`src/rtl/v_lsu_sequencer_if.sv`:
```
// Scalar-core, vector-job and data-memory bank signals of the LSU sequencer.
// slave is the sequencer's view; master is the core/memory environment.
interface v_lsu_sequencer_if #(
   parameter int ADDR_W = 14,
   parameter int DATA_W = 32,
   parameter int VL_W   = 7
);
   logic                  s_req;
   logic [3:0]            s_we;
   logic [ADDR_W+1:0]     s_addr;
   logic [DATA_W-1:0]     s_wdata;
   logic                  s_gnt;
   logic                  s_rvalid;
   logic [DATA_W-1:0]     s_rdata;

   logic                  v_start;
   logic                  v_store;
   logic [ADDR_W-1:0]     v_base;
   logic [VL_W-1:0]       v_vl;
   logic [4*DATA_W-1:0]   v_wdata;
   logic                  v_wready;
   logic                  v_rvalid;
   logic [4*DATA_W-1:0]   v_rdata;
   logic [3:0]            v_rmask;
   logic                  v_busy;
   logic                  v_done;

   logic [ADDR_W-1:0]     dm_addr;
   logic [15:0]           dm_write;
   logic [4*DATA_W-1:0]   dm_wdata;
   logic [4*DATA_W-1:0]   dm_rdata;

   modport slave (
      input  s_req, s_we, s_addr, s_wdata,
      output s_gnt, s_rvalid, s_rdata,
      input  v_start, v_store, v_base, v_vl, v_wdata,
      output v_wready, v_rvalid, v_rdata, v_rmask, v_busy, v_done,
      output dm_addr, dm_write, dm_wdata,
      input  dm_rdata
   );

   modport master (
      output s_req, s_we, s_addr, s_wdata,
      input  s_gnt, s_rvalid, s_rdata,
      output v_start, v_store, v_base, v_vl, v_wdata,
      input  v_wready, v_rvalid, v_rdata, v_rmask, v_busy, v_done,
      input  dm_addr, dm_write, dm_wdata,
      output dm_rdata
   );
endinterface

```
`src/rtl/v_lsu_sequencer.sv`:
```
// Sequences vector load/store jobs over a 4-bank word memory, interleaving
// scalar core accesses; the scalar side is granted combinationally.
module v_lsu_sequencer #(
   parameter int ADDR_W = 14,
   parameter int DATA_W = 32,
   parameter int VL_W   = 7
) (
   input  logic                  core_clk,
   input  logic                  nrst,
   v_lsu_sequencer_if.slave      bus
);

   typedef enum logic [1:0] {IDLE, RUN, DRAIN} state_e;

   state_e              state_q, state_d;
   logic [ADDR_W-1:0]   cur_addr_q, cur_addr_d;
   logic [VL_W-1:0]     rem_q, rem_d;
   logic                store_q, store_d;
   logic                zdone_q, zdone_d;
   logic [ADDR_W-1:0]   addr_q;
   logic                sgnt_last_q;
   logic                s_rd_q;
   logic [1:0]          s_bank_q;
   logic                v_ld_q;
   logic [3:0]          v_mask_q;

   logic                s_gnt_c;
   logic                vec_beat_c;
   logic [3:0]          mask_c;
   logic [ADDR_W-1:0]   dm_addr_c;
   logic [15:0]         dm_write_c;
   logic [4*DATA_W-1:0] dm_wdata_c;
   logic                v_wready_c;

   function automatic logic [3:0] beat_mask(input logic [VL_W-1:0] r);
      if (r >= VL_W'(4)) return 4'hF;
      case (r[1:0])
         2'd1:    return 4'h1;
         2'd2:    return 4'h3;
         2'd3:    return 4'h7;
         default: return 4'h0;
      endcase
   endfunction

   function automatic logic [15:0] expand_mask(input logic [3:0] m);
      logic [15:0] e;
      for (int i = 0; i < 4; i++) e[4*i +: 4] = {4{m[i]}};
      return e;
   endfunction

   always_comb begin
      state_d    = state_q;
      cur_addr_d = cur_addr_q;
      rem_d      = rem_q;
      store_d    = store_q;
      zdone_d    = 1'b0;
      s_gnt_c    = 1'b0;
      vec_beat_c = 1'b0;
      mask_c     = beat_mask(rem_q);
      dm_addr_c  = addr_q;
      dm_write_c = 16'h0000;
      dm_wdata_c = '0;
      v_wready_c = 1'b0;

      case (state_q)
         IDLE: begin
            s_gnt_c = bus.s_req;
            if (bus.v_start) begin
               if (bus.v_vl != '0) begin
                  cur_addr_d = bus.v_base;
                  rem_d      = bus.v_vl;
                  store_d    = bus.v_store;
                  state_d    = RUN;
               end else begin
                  zdone_d = 1'b1;
               end
            end
         end
         RUN: begin
            // Scalar wins unless it also won last cycle, so a held s_req alternates.
            s_gnt_c    = bus.s_req && !sgnt_last_q;
            vec_beat_c = !s_gnt_c;
            if (vec_beat_c) begin
               cur_addr_d = cur_addr_q + ADDR_W'(1);
               rem_d      = (rem_q >= VL_W'(4)) ? rem_q - VL_W'(4) : '0;
               if (rem_q <= VL_W'(4)) state_d = DRAIN;
            end
         end
         DRAIN: begin
            s_gnt_c = bus.s_req;
            state_d = IDLE;
         end
         default: state_d = IDLE;
      endcase

      // Reset must silence the combinational grant immediately.
      if (!nrst) s_gnt_c = 1'b0;

      if (s_gnt_c) begin
         dm_addr_c  = bus.s_addr[ADDR_W+1:2];
         dm_write_c = {12'h000, bus.s_we} << {bus.s_addr[1:0], 2'b00};
         dm_wdata_c = {4{bus.s_wdata}};
      end else if (vec_beat_c) begin
         dm_addr_c = cur_addr_q;
         if (store_q) begin
            dm_write_c = expand_mask(mask_c);
            dm_wdata_c = bus.v_wdata;
            v_wready_c = 1'b1;
         end
      end
   end

   always_ff @(posedge core_clk or negedge nrst) begin
      if (!nrst) begin
         state_q     <= IDLE;
         cur_addr_q  <= '0;
         rem_q       <= '0;
         store_q     <= 1'b0;
         zdone_q     <= 1'b0;
         addr_q      <= '0;
         sgnt_last_q <= 1'b0;
         s_rd_q      <= 1'b0;
         s_bank_q    <= 2'd0;
         v_ld_q      <= 1'b0;
         v_mask_q    <= 4'h0;
      end else begin
         state_q     <= state_d;
         cur_addr_q  <= cur_addr_d;
         rem_q       <= rem_d;
         store_q     <= store_d;
         zdone_q     <= zdone_d;
         sgnt_last_q <= s_gnt_c;
         s_rd_q      <= s_gnt_c && (bus.s_we == 4'h0);
         v_ld_q      <= vec_beat_c && !store_q;
         if (s_gnt_c || vec_beat_c) addr_q <= dm_addr_c;
         if (s_gnt_c) s_bank_q <= bus.s_addr[1:0];
         if (vec_beat_c) v_mask_q <= mask_c;
      end
   end

   assign bus.s_gnt    = s_gnt_c;
   assign bus.s_rvalid = s_rd_q;
   assign bus.s_rdata  = bus.dm_rdata[DATA_W*int'(s_bank_q) +: DATA_W];
   assign bus.v_wready = v_wready_c;
   assign bus.v_rvalid = v_ld_q;
   assign bus.v_rdata  = bus.dm_rdata;
   assign bus.v_rmask  = v_mask_q;
   assign bus.v_busy   = (state_q != IDLE);
   assign bus.v_done   = (state_q == DRAIN) || zdone_q;
   assign bus.dm_addr  = dm_addr_c;
   assign bus.dm_write = dm_write_c;
   assign bus.dm_wdata = dm_wdata_c;

endmodule

```
`src/flat_wrapper.sv`:
```
// flat-port wrapper written by rule: the top's interface ports become plain ports
module v_lsu_sequencer_flat 
#(
   parameter int ADDR_W = 14,
   parameter int DATA_W = 32,
   parameter int VL_W   = 7
)
  (core_clk, nrst, bus_s_req, bus_s_we, bus_s_addr, bus_s_wdata, bus_s_gnt, bus_s_rvalid, bus_s_rdata, bus_v_start, bus_v_store, bus_v_base, bus_v_vl, bus_v_wdata, bus_v_wready, bus_v_rvalid, bus_v_rdata, bus_v_rmask, bus_v_busy, bus_v_done, bus_dm_addr, bus_dm_write, bus_dm_wdata, bus_dm_rdata);
  v_lsu_sequencer_if #(.ADDR_W(ADDR_W), .DATA_W(DATA_W), .VL_W(VL_W)) bus_i ();
  input  logic core_clk;
  input  logic nrst;
  input wire logic [$bits(bus_i.s_req)-1:0] bus_s_req;
  input wire logic [$bits(bus_i.s_we)-1:0] bus_s_we;
  input wire logic [$bits(bus_i.s_addr)-1:0] bus_s_addr;
  input wire logic [$bits(bus_i.s_wdata)-1:0] bus_s_wdata;
  output wire logic [$bits(bus_i.s_gnt)-1:0] bus_s_gnt;
  output wire logic [$bits(bus_i.s_rvalid)-1:0] bus_s_rvalid;
  output wire logic [$bits(bus_i.s_rdata)-1:0] bus_s_rdata;
  input wire logic [$bits(bus_i.v_start)-1:0] bus_v_start;
  input wire logic [$bits(bus_i.v_store)-1:0] bus_v_store;
  input wire logic [$bits(bus_i.v_base)-1:0] bus_v_base;
  input wire logic [$bits(bus_i.v_vl)-1:0] bus_v_vl;
  input wire logic [$bits(bus_i.v_wdata)-1:0] bus_v_wdata;
  output wire logic [$bits(bus_i.v_wready)-1:0] bus_v_wready;
  output wire logic [$bits(bus_i.v_rvalid)-1:0] bus_v_rvalid;
  output wire logic [$bits(bus_i.v_rdata)-1:0] bus_v_rdata;
  output wire logic [$bits(bus_i.v_rmask)-1:0] bus_v_rmask;
  output wire logic [$bits(bus_i.v_busy)-1:0] bus_v_busy;
  output wire logic [$bits(bus_i.v_done)-1:0] bus_v_done;
  output wire logic [$bits(bus_i.dm_addr)-1:0] bus_dm_addr;
  output wire logic [$bits(bus_i.dm_write)-1:0] bus_dm_write;
  output wire logic [$bits(bus_i.dm_wdata)-1:0] bus_dm_wdata;
  input wire logic [$bits(bus_i.dm_rdata)-1:0] bus_dm_rdata;
  assign bus_i.s_req = bus_s_req;
  assign bus_i.s_we = bus_s_we;
  assign bus_i.s_addr = bus_s_addr;
  assign bus_i.s_wdata = bus_s_wdata;
  assign bus_s_gnt = bus_i.s_gnt;
  assign bus_s_rvalid = bus_i.s_rvalid;
  assign bus_s_rdata = bus_i.s_rdata;
  assign bus_i.v_start = bus_v_start;
  assign bus_i.v_store = bus_v_store;
  assign bus_i.v_base = bus_v_base;
  assign bus_i.v_vl = bus_v_vl;
  assign bus_i.v_wdata = bus_v_wdata;
  assign bus_v_wready = bus_i.v_wready;
  assign bus_v_rvalid = bus_i.v_rvalid;
  assign bus_v_rdata = bus_i.v_rdata;
  assign bus_v_rmask = bus_i.v_rmask;
  assign bus_v_busy = bus_i.v_busy;
  assign bus_v_done = bus_i.v_done;
  assign bus_dm_addr = bus_i.dm_addr;
  assign bus_dm_write = bus_i.dm_write;
  assign bus_dm_wdata = bus_i.dm_wdata;
  assign bus_i.dm_rdata = bus_dm_rdata;
  v_lsu_sequencer #(.ADDR_W(ADDR_W), .DATA_W(DATA_W), .VL_W(VL_W)) u_core (.core_clk(core_clk), .nrst(nrst), .bus(bus_i));
endmodule
```
`config.mk`:
```
export PLATFORM = sky130hd
export DESIGN_NAME = v_lsu_sequencer_flat
export DESIGN_NICKNAME = d
export VERILOG_FILES = /design/src/rtl/v_lsu_sequencer_if.sv /design/src/rtl/v_lsu_sequencer.sv /design/src/flat_wrapper.sv
export SDC_FILE = /design/constraint.sdc
export NUM_CORES = 1
export LEC_CHECK = 0
export ABC_AREA = 1
export BUFFER_PORTS_ARGS = -buffer_cell sky130_fd_sc_hd__buf_2
export CORE_AREA = 2 2 260 262
export CTS_CLUSTER_SIZE = 30
export DETAILED_ROUTE_END_ITERATION = 8
export DIE_AREA = 0 0 262 264
export GPL_ROUTABILITY_DRIVEN = 0
export PLACE_DENSITY = 0.33
export SYNTH_ARGS = -nofsm -noshare
export SYNTH_HDL_FRONTEND = slang
export SYNTH_SLANG_ARGS = --single-unit
```
`constraint.sdc`:
```
create_clock -name core_clk -period 2.13 [get_ports core_clk]
set_input_delay 0.426 -clock core_clk [delete_from_list [all_inputs] [get_ports core_clk]]
set_output_delay 0.426 -clock core_clk [all_outputs]
set_load 0.005 [all_outputs]
```
; Word level (Yosys, flattened, before mapping)
; Cells that the tools add are included.
[totals]
register_bits = 48
inputBits = 334
output_inout_bits = 328
wordCells = 78
[classes]
addsub = 2
magnitude_cmp = 2
eq_ne = 9
n_shift = 2
muxes = 35
reduce_logical = 17
[op_table]
columns = operator, count
row1 = $mux 128, 3
row2 = $shiftx 128x8->32, 1
row3 = $mux 14, 5
row4 = $mux 16, 3
row5 = $mux 7, 4
row6 = $pmux 14 s2, 1
row7 = $shl 4x4->16, 1
row8 = $add 14x1->14 const B, 1
row9 = $pmux 7 s2, 1
row10 = $mux 1, 9
row11 = $pmux 3 s3, 1
row12 = $mux 2, 4
row13 = $mux 4, 2
row14 = $reduce_and 4->1, 2
row15 = $ge 7x3->1 const B, 1
row16 = $le 7x3->1 const B, 1
row17 = $reduce_bool 7->1, 1
row18 = $sub 7x3->7 const B, 1
row19 = $eq 2x2->1 const B, 3
row20 = $eq 2x1->1 const B, 2
row21 = $logic_not 4->1, 1
row22 = $ne 2x1->1 const B, 2
row23 = $ne 2x2->1 const B, 2
row24 = $pmux 2 s2, 1
row25 = 8 further kinds, 14

; Depth between registers and ports, before layout
; Gate-level depths: netlist (run 1).
[logic_depth]
depth_word = 6
ltp_mapped = 11
depth_no_buf = 10

; Worst setup path before layout (run 1)
; Ideal clock, no wire load.
[synth_timing]
kind = reg-to-output
startpoint = reg u_core.s_bank_q[0]
endpoint = out bus_s_rdata[14]
t_arrival_ns = 1.272
required_time_ns = 1.704
slack_ns = 0.432
stages_incl_launch_ff = 7
path_buffers = 3
cell_sequence = dfrtp_1 > clkbuf_1 > inv_1 > buf_2 > clkbuf_1 > nor2_1 > o22ai_1
[synth_between]
elab_chain_len = 1
[synth_lines]
columns = element, line
row1 = "start, declared", v_lsu_sequencer.sv:23  ; logic [1:0] s_bank_q;
row2 = "start signal, assigned", v_lsu_sequencer.sv:136  ; if (s_gnt_c) s_bank_q <= bus.s_addr[1:0];
row3 = $shiftx 128x8->32, v_lsu_sequencer.sv:143  ; assign bus.s_rdata = bus.dm_rdata[DATA_W*int'(s_bank_q) +: DATA_W];
row4 = "end, declared", flat_wrapper.sv:18  ; output wire logic [$bits(bus_i.s_rdata)-1:0] bus_s_rdata;
; Every way passes these cells.

; Final worst setup path (run 1)
[layout_timing]
startpoint = reg u_core.state_q[1]
endpoint = out bus_dm_wdata[124]
[layout_between]
elab_chain_len = 5
word_cells_on_any_way = 9
classes_between = 2 x eq/ne / 5 x mux / 2 x reduce/logical
[layout_lines]
columns = element, line
row1 = "start, declared", v_lsu_sequencer.sv:15  ; state_e state_q, state_d;
row2 = "start signal, assigned", v_lsu_sequencer.sv:127  ; state_q <= state_d;
row3 = $eq 2x2->1 or $logic_not 2->1 (tied branches), v_lsu_sequencer.sv:65  ; case (state_q)
row4 = $reduce_or 2->1 (no line), --
row5 = $pmux 1 s2, v_lsu_sequencer.sv:65
row6 = $mux 1, v_lsu_sequencer.sv:97  ; if (!nrst) s_gnt_c = 1'b0;
row7 = $mux 128 (*), v_lsu_sequencer.sv:99  ; if (s_gnt_c) begin
row8 = "end, declared", flat_wrapper.sv:32  ; output wire logic [$bits(bus_i.dm_wdata)-1:0] bus_dm_wdata;
; Every way passes the cells marked *; elsewhere a longest branch is shown, timed or not.

==> results of run 1 <==
[how the worst max path moves through the flow]
stage	slack (ns)	to	depth (start not counted)	startpoint
after floorplan	0.43	bus_s_rdata[14]	6	u_core.s_bank_q[0]$_DFFE_PN0P_
after global placement	-0.12	bus_dm_wdata[95]	10	bus_s_req
after detailed placement	-0.17	bus_dm_wdata[94]	10	bus_s_req
after CTS	-0.23	bus_dm_wdata[13]	12	u_core.state_q[0]$_DFFE_PN0P_
after global routing	-0.31	bus_dm_wdata[0]	10	u_core.state_q[1]$_DFFE_PN0P_
final	-0.22	bus_dm_wdata[124]	10	u_core.state_q[1]$_DFFE_PN0P_
[critical path: cells and delay by family, from the launching register on]
| kind | cells | cell delay [ns] |
|---|---|---|
| buffers and inverters | 5 | 0.70 |
| and+or+nand+nor | 5 | 0.48 |
| DFF | 1 | 0.42 |
[flip-flops by register name (all words and copies together) (netlist names)]
signal	count
u_core.store_q	1
u_core.bus.v_rmask	4
u_core.s_bank_q	2
u_core.sgnt_last_q	1
u_core.zdone_q	1
u_core.state_q	2
u_core.bus.s_rvalid	1
u_core.rem_q	7
u_core.cur_addr_q	14
u_core.addr_q	14
u_core.bus.v_rvalid	1
[per-stage QoR]
| step | power, mW | instance area, µm² |
|---|---|---|
| 2_1_floorplan | 5.72 | 5900 |
| 6_report | 13.2 | 11800 |
| 5_1_grt | 14.4 | 11800 |
| 3_3_place_gp | 9.97 | 9720 |
| 4_1_cts | 12.6 | 11100 |
| 3_5_place_dp | 9.93 | 9720 |
[cells by family (layout without fill, tap and decap cells)]
family                     Yosys count  after routing  share of synthesized area (%)
AOI/OAI and AO/OA                  117            117                           10.8
xor gates and xnor gates             3              3                          0.445
adders and majority gates            3              3                          0.636
buffers and inverters              222            834                           23.3
DFF                                 48             48                           20.4
other                                0              5                              0
and+or+nand+nor                    660            660                           44.5
[cells in the final DEF, fill, tap and decap left out, drive strengths merged]
cell / count
a21o: 1
a21oi: 3
buf: 776
clkbuf: 13
clkinv: 3
dfrtp: 48
diode: 5
ha: 3
inv: 42
nand2: 461
nand3: 86
nand3b: 1
nand4: 5
nor2: 105
nor3: 2
o211ai: 2
o21ai: 77
o21bai: 2
o22ai: 32
xor2: 3
[cells in the mapped netlist]
library cell and n:
o21bai_1 2, nor2_4 1, nor2_2 2, nor2_1 102, a21o_1 1, o22ai_1 32, buf_2 19, nand3b_1 1
o21ai_1 4, clkinv_1 2, dfrtp_1 48, nand4_1 5, nand3_1 86, clkbuf_1 21, buf_4 138, xor2_1 3
nor3_1 2, ha_1 3, nand2_1 460, o21ai_0 73, a21oi_1 3, o211ai_1 2, nand2_4 1, buf_1 1
inv_2 2, inv_1 39
[final cells by class]
class                      instances  area, µm²
sequential                        48       1200
antenna                            5       12.5
timing repair buffer             783       5020
inverter                          43        179
fill                            7818      54800
tap                              873       1090
multi-input combinational        783       4140
clock inverter                     2       13.8
clock buffer                       6        139
[power by group through the flow]
stage	combinational, mW	sequential (mW)	clock [mW]
5_1_grt	11.6	1.82	0.985
2_1_floorplan	4.11	1.61	0
6_report	10.6	1.75	0.902
3_3_place_gp	8.25	1.73	0
4_1_cts	9.90	1.72	0.955
3_5_place_dp	8.20	1.73	0
[per-layer routing]
| layer | up-vias | share of wire (%) | routed length (µm) | global-route usage [%] |
|---|---|---|---|---|
| met5 | - | 0.081 | 41 | 0 |
| met4 | 6 | 2.5 | 1250 | 3.74 |
| met3 | 45 | 7.5 | 3780 | 3.01 |
| met2 | 472 | 49 | 24700 | 22.9 |
| met1 | 4417 | 41 | 20900 | 16.7 |
| li1 | 4445 | - | - | - |
[repair_timing]
action | in CTS | in global routing
buffers inserted | 38 | 15
resized for setup | 190 | 134
pin swaps | 33 | 32
setup endpoints to repair | 163 | 165
gates cloned | 9 | 7
==> results.py, run 1 <==
metrics = {
    "timing": {
        "finalCritPeriodShare_pct": 110,
        "tns_ns": -21.36,
        "setup_ws_ns": -0.216,
        "worst_slew_pin_slew_ns": 0.705,
        "setup_viol": 160,
        "rsz0062_at_grt": "true",
        "holdWs_ns": 0.327,
        "clock_skew_ns": 0.00612,
        "slew_headroom_pct": 53.0,
        "hold_viol": 0,
        "min_period_ns": 2.35,
        "fmax_ghz": 0.426,
        "finalMaxSlewViolations": 0,
    },
    "worst_hold_path": {
        "min_path_type": "input pin to flop",
        "min_from": "bus_v_vl[1]",
        "min_to": "u_core.rem_q[1]$_DFFE_PN0P_",
        "hold_depth": 3,
    },
    "pwr": {
        "power.leakage_nw": 6.84,
        "power_switching_mw": 6.61,
        "power.share.clock_pct": 6.8,
        "ir_worst_vdd_uv": 353,
        "power_density_nw_per_um2": 1120,
        "p_comb_share_pct": 80.0,
        "switching_share_pct": 50.0,
        "seq_power_share_pct": 13.2,
        "internal_power_mw": 6.60,
    },
    "cts": {
        "ctsHoldBuffers": 0,
        "clockBufferDepth": 2,
        "clock-sinks": 48,
        "htree_levels": 2,
        "cts.clk_slew.worst_paths_ns": 0.08,
        "cts_tree": "done",
        "cts_buffers": 5,
        "root_buffer": "clkbuf_16",
        "clock_latency_ns": 0.31,
    },
    "synthesis": {
        "yosysUniqueCellTypes": 26,
        "syn_nets": 1390,
        "yosysSeqAreaShare_pct": 20.4,
        "synth_area_leaders": "nand2_1, dfrtp_1, buf_4",
        "synth_cells": 1053,
        "post-synth-top-area-fraction_pct": 29.3,
        "synth_top_area_cell": "nand2_1",
        "syn_area_per_cell_um2": 5.60,
        "synth_area_um2": 5900,
        "yosys_warnings": 0,
        "ys_ff_latch": 48,
    },
    "global_routing": {
        "grt_pass1_wl_um": 66900,
        "grt_use_total_pct": 13.4,
        "grt_antenna_before_repair": 16,
        "grt-ovfl-total": 0,
        "grt_max_degree": 65,
        "grt_pass1_vias": 9122,
    },
    "die": {
        "die_w_um": 262,
        "die_area_um2": 69200,
        "start_util_pct": 8.87,
        "rows": 95,
        "die_y_um": 264,
        "coreArea_um2": 66600,
        "ios": 662,
    },
    "layout": {
        "area_delta_synth_final_pct": 99.9,
        "fin_nets": 2001,
        "final_cells": 2543,
        "final_util_pct": 17.7,
        "layout-drive-gt1-share_pct": 58.1,
    },
    "run": {
        "cap_viol_max_count": 0,
    },
    "worst_setup_path": {
        "crit_fanout": 17,
        "worst_setup_path_start_kind": "flop",
        "crit_path_end_kind": "output port",
        "rr_endpoint": "u_core.rem_q[0]$_DFFE_PN0P_",
        "rrSetupSlack_ns": 0.20,
        "cp.arrival_ns": 1.92,
        "cp_cell_sequence": "nor2_4 -> buf_6 -> nand2_8 -> nor2_4 -> buf_12 -> buf_12 -> buf_12 -> nand2_1 -> nand2_1 -> buf_2",
        "path_class": "flop to output port",
        "cp_slowest_stage_delay_ns": 0.42,
        "slowest_stage": "dfrtp_1",
        "crit_required_ns": 1.70,
        "rr_startpoint": "u_core.state_q[0]$_DFFE_PN0P_",
        "reg2regPathDepth": 11,
        "crit_top_cell": "buf_12",
    },
    "route": {
        "firstDrtPassIters": 5,
        "viasPerCell": 3.69,
        "drcViolationCount": 0,
        "wl_per_cell_um": 19.9,
        "vias": 9385,
        "ant_nets": 0,
        "routed_wl_um": 50600,
        "drtIter0Drc": 564,
    },
    "placed_design": {
        "portBuffers": 661,
        "dp.cells": 2474,
        "place_hpwl_um": 41900,
        "place_ws_ns": -0.167,
    },
    "outcome": {
        "status": "finished, violations left",
        "violations": "setup timing",
    },
}
(Power assumes the default switching activity.)
==> run 2: changes to the inputs <==
CORE_AREA = 2 2 256 258   (was 2 2 260 262)
CTS_CLUSTER_DIAMETER = 40   (was not set)
DIE_AREA = 0 0 258 260   (was 0 0 262 264)
PLACE_DENSITY = 0.34   (was 0.33)
clock period = 2.1 ns   (was 2.13 ns; I/O delays follow)
==> run 2 against run 1 <==
The flow still finishes with violations (setup timing). Via count down 3.0%. Non-clock buffer count down 52. Critical path depth up 1. Die area down 3.0%. Combinational power down 6%. Worst hold slack better by 0.0060 ns. First-iteration DRC count up 1.6%. Clock power down 0.4%. Wire length down 3.4%. Sequential power about the same. Critical path type unchanged. Largest cell class unchanged. Largest power group unchanged.
==> results.py, run 2 (synthesis gave the netlist of run 1 again) <==
metrics = {
    "outcome": {
        "status": "finished, violations left",
        "violations": "setup timing",
    },
    "global_routing": {
        "gr-usage-met1_pct": 16.2,
        "grt_use_met3_pct": 4.15,
        "grt_max_degree": 49,
        "grt-ovfl-total": 0,
        "grt_busiest_layer": "met2",
        "grt_pass1_vias": 8902,
        "grt_pass1_wl_um": 65700,
        "grt_antenna_before_repair": 18,
        "grt_use_total_pct": 13.4,
        "use_met2_pct": 22.6,
    },
    "worst_setup_path": {
        "crit_fanout": 7,
        "rr_startpoint": "u_core.state_q[1]$_DFFE_PN0P_",
        "cp.arrival_ns": 1.84,
        "path_class": "flop to output port",
        "reg2regPathDepth": 9,
        "worst_setup_path_start_kind": "flop",
        "cp-endpoint": "bus_dm_wdata[29]",
        "rrSetupSlack_ns": 0.30,
        "crit_start": "u_core.state_q[0]$_DFFE_PN0P_",
        "crit_required_ns": 1.68,
        "rr_endpoint": "u_core.rem_q[2]$_DFFE_PN0P_",
        "crit_path_end_kind": "output port",
    },
    "layout": {
        "multi_input_area_um2": 4160,
        "area_delta_synth_final_pct": 91.9,
        "regArea_um2": 1200,
        "final_cells": 2471,
        "reg_top3": "u_core.addr_q: 14 flops, u_core.cur_addr_q: 14 flops, u_core.rem_q: 7 flops",
        "final_cell_mix": "buf_2, nand2_1, nand2_2",
        "final_util_pct": 17.7,
        "nFillCells": 7501,
        "fin_nets": 1950,
        "layout_commonest_cell": "buf_2",
        "layout-drive-gt1-share_pct": 57.9,
    },
    "die": {
        "die_w_um": 258,
        "rows": 93,
        "die_area_um2": 67100,
        "ios": 662,
        "coreArea_um2": 64100,
        "die_y_um": 260,
        "start_util_pct": 9.21,
    },
    "timing": {
        "slew_headroom_pct": 52.5,
        "clock_skew_ns": 0.00551,
        "fmax_ghz": 0.442,
        "setup_viol": 160,
        "hold_viol": 0,
        "rsz0062_at_grt": "true",
        "finalCritPeriodShare_pct": 108,
        "worst_slew_pin_slew_ns": 0.712,
        "setup_ws_ns": -0.165,
        "holdWs_ns": 0.333,
        "min_period_ns": 2.26,
        "finalMaxSlewViolations": 0,
    },
    "cts": {
        "clock-sinks": 48,
        "cts_buffers": 5,
        "root_buffer": "clkbuf_16",
        "htree_levels": 2,
        "cts_tree": "done",
        "clockBufferDepth": 2,
        "cts.clk_slew.worst_paths_ns": 0.08,
        "ctsHoldBuffers": 0,
        "clock_latency_ns": 0.30,
    },
    "route": {
        "viasPerCell": 3.69,
        "wl_per_cell_um": 19.8,
        "firstDrtPassIters": 5,
        "drcViolationCount": 0,
        "vias": 9106,
        "ant_nets": 0,
        "drtIter0Drc": 573,
        "routed_wl_um": 48900,
    },
    "pwr": {
        "power.leakage_nw": 6.67,
        "power_density_nw_per_um2": 1120,
        "ir_worst_vdd_uv": 458,
    },
    "placed_design": {
        "portBuffers": 661,
        "dp.cells": 2433,
        "place_hpwl_um": 41000,
        "place_ws_ns": -0.106,
    },
    "worst_hold_path": {
        "min_path_type": "input pin to flop",
    },
    "run": {
        "cap_viol_max_count": 0,
    },
}
[run 2: cell types whose count changed in the layout (fill, tap and decap cells not counted), moves of 3 or more]
cell	before	now
buf_4	61	26
nand2_1	329	308
nand2_2	89	105
buf_6	52	38
nand2_4	36	45
buf_12	22	17
nand2_8	7	3
buf_16	4	7
diode_2	5	2
nand3_4	3	0
[run 2: layout make-up]
cell class | instances | share of cell area (%)
clock buffers | 6 | 1.23
well taps | 855 | 9.45
clock inverters | 2 | 0.133
multi-input cells | 784 | 36.7
repair buffers | 731 | 40.2
inverters | 43 | 1.60
flip-flops and latches | 48 | 10.6
diodes | 2 | 0.0442
[run 2: repair_timing]
action / in CTS / in global routing
setup buffers: 12 / 5
hold endpoints to repair: 0 / 0
setup endpoints to repair: 160 / 162
resized for setup: 144 / 178
pin swaps: 7 / 32
cloned: 8 / 6
[run 2: power breakdown]
| part | total, mW | leakage (nW) | switching [mW] | internal, mW |
|---|---|---|---|---|
| combinational | 10.0 | 6.00 | 5.59 | 4.44 |
| clock | 0.898 | 0.0691 | 0.422 | 0.476 |
| sequential | 1.75 | 0.594 | 0.396 | 1.36 |
| total | 12.7 | 6.67 | 6.41 | 6.27 |
[run 2: layer usage]
metal / up-vias / routed length, µm / share of wire (%)
met5: - / 153 / 0.31
met4: 24 / 1750 / 3.6
met3: 67 / 3950 / 8.1
met2: 427 / 23300 / 48
met1: 4245 / 19700 / 40
li1: 4343 / - / -
[run 2: worst max-delay path: stages, from the launching register on]
cell	delay, ns
dfrtp_1	0.37
inv_2	0.06
nor2_4	0.12
buf_6	0.11
nand2_4	0.05
nor2_4	0.12
buf_12	0.13
clkbuf_16	0.17
clkbuf_16	0.15
nand2_1	0.05
nand2_1	0.08
buf_2	0.12
[run 2: how the worst min path moves through the flow]
| stage | startpoint | end | cells after the start |
|---|---|---|---|
| after floorplan | nrst | u_core.addr_q[0]$_DFFE_PN0P_ | 0 |
| after global placement | u_core.bus.v_rmask[3]$_DFFE_PN0P_ | u_core.bus.v_rmask[3]$_DFFE_PN0P_ | 2 |
| after CTS | bus_v_vl[0] | u_core.rem_q[0]$_DFFE_PN0P_ | 3 |
| after global routing | bus_v_base[8] | u_core.cur_addr_q[8]$_DFFE_PN0P_ | 3 |
| final | bus_v_base[8] | u_core.cur_addr_q[8]$_DFFE_PN0P_ | 3 |
| after detailed placement | u_core.bus.v_rmask[2]$_DFFE_PN0P_ | u_core.bus.v_rmask[2]$_DFFE_PN0P_ | 2 |
[run 2: through the flow]
step | total power, mW | cell area [µm²] | TNS, ns
5_1_grt | 13.9 | 11300 | -32.94
2_1_floorplan | 5.80 | 5900 | 0
6_report | 12.7 | 11300 | -17.11
4_1_cts | 11.9 | 10500 | -20.05
3_3_place_gp | 9.96 | 9550 | -1.54
3_5_place_dp | 9.93 | 9550 | -0.946
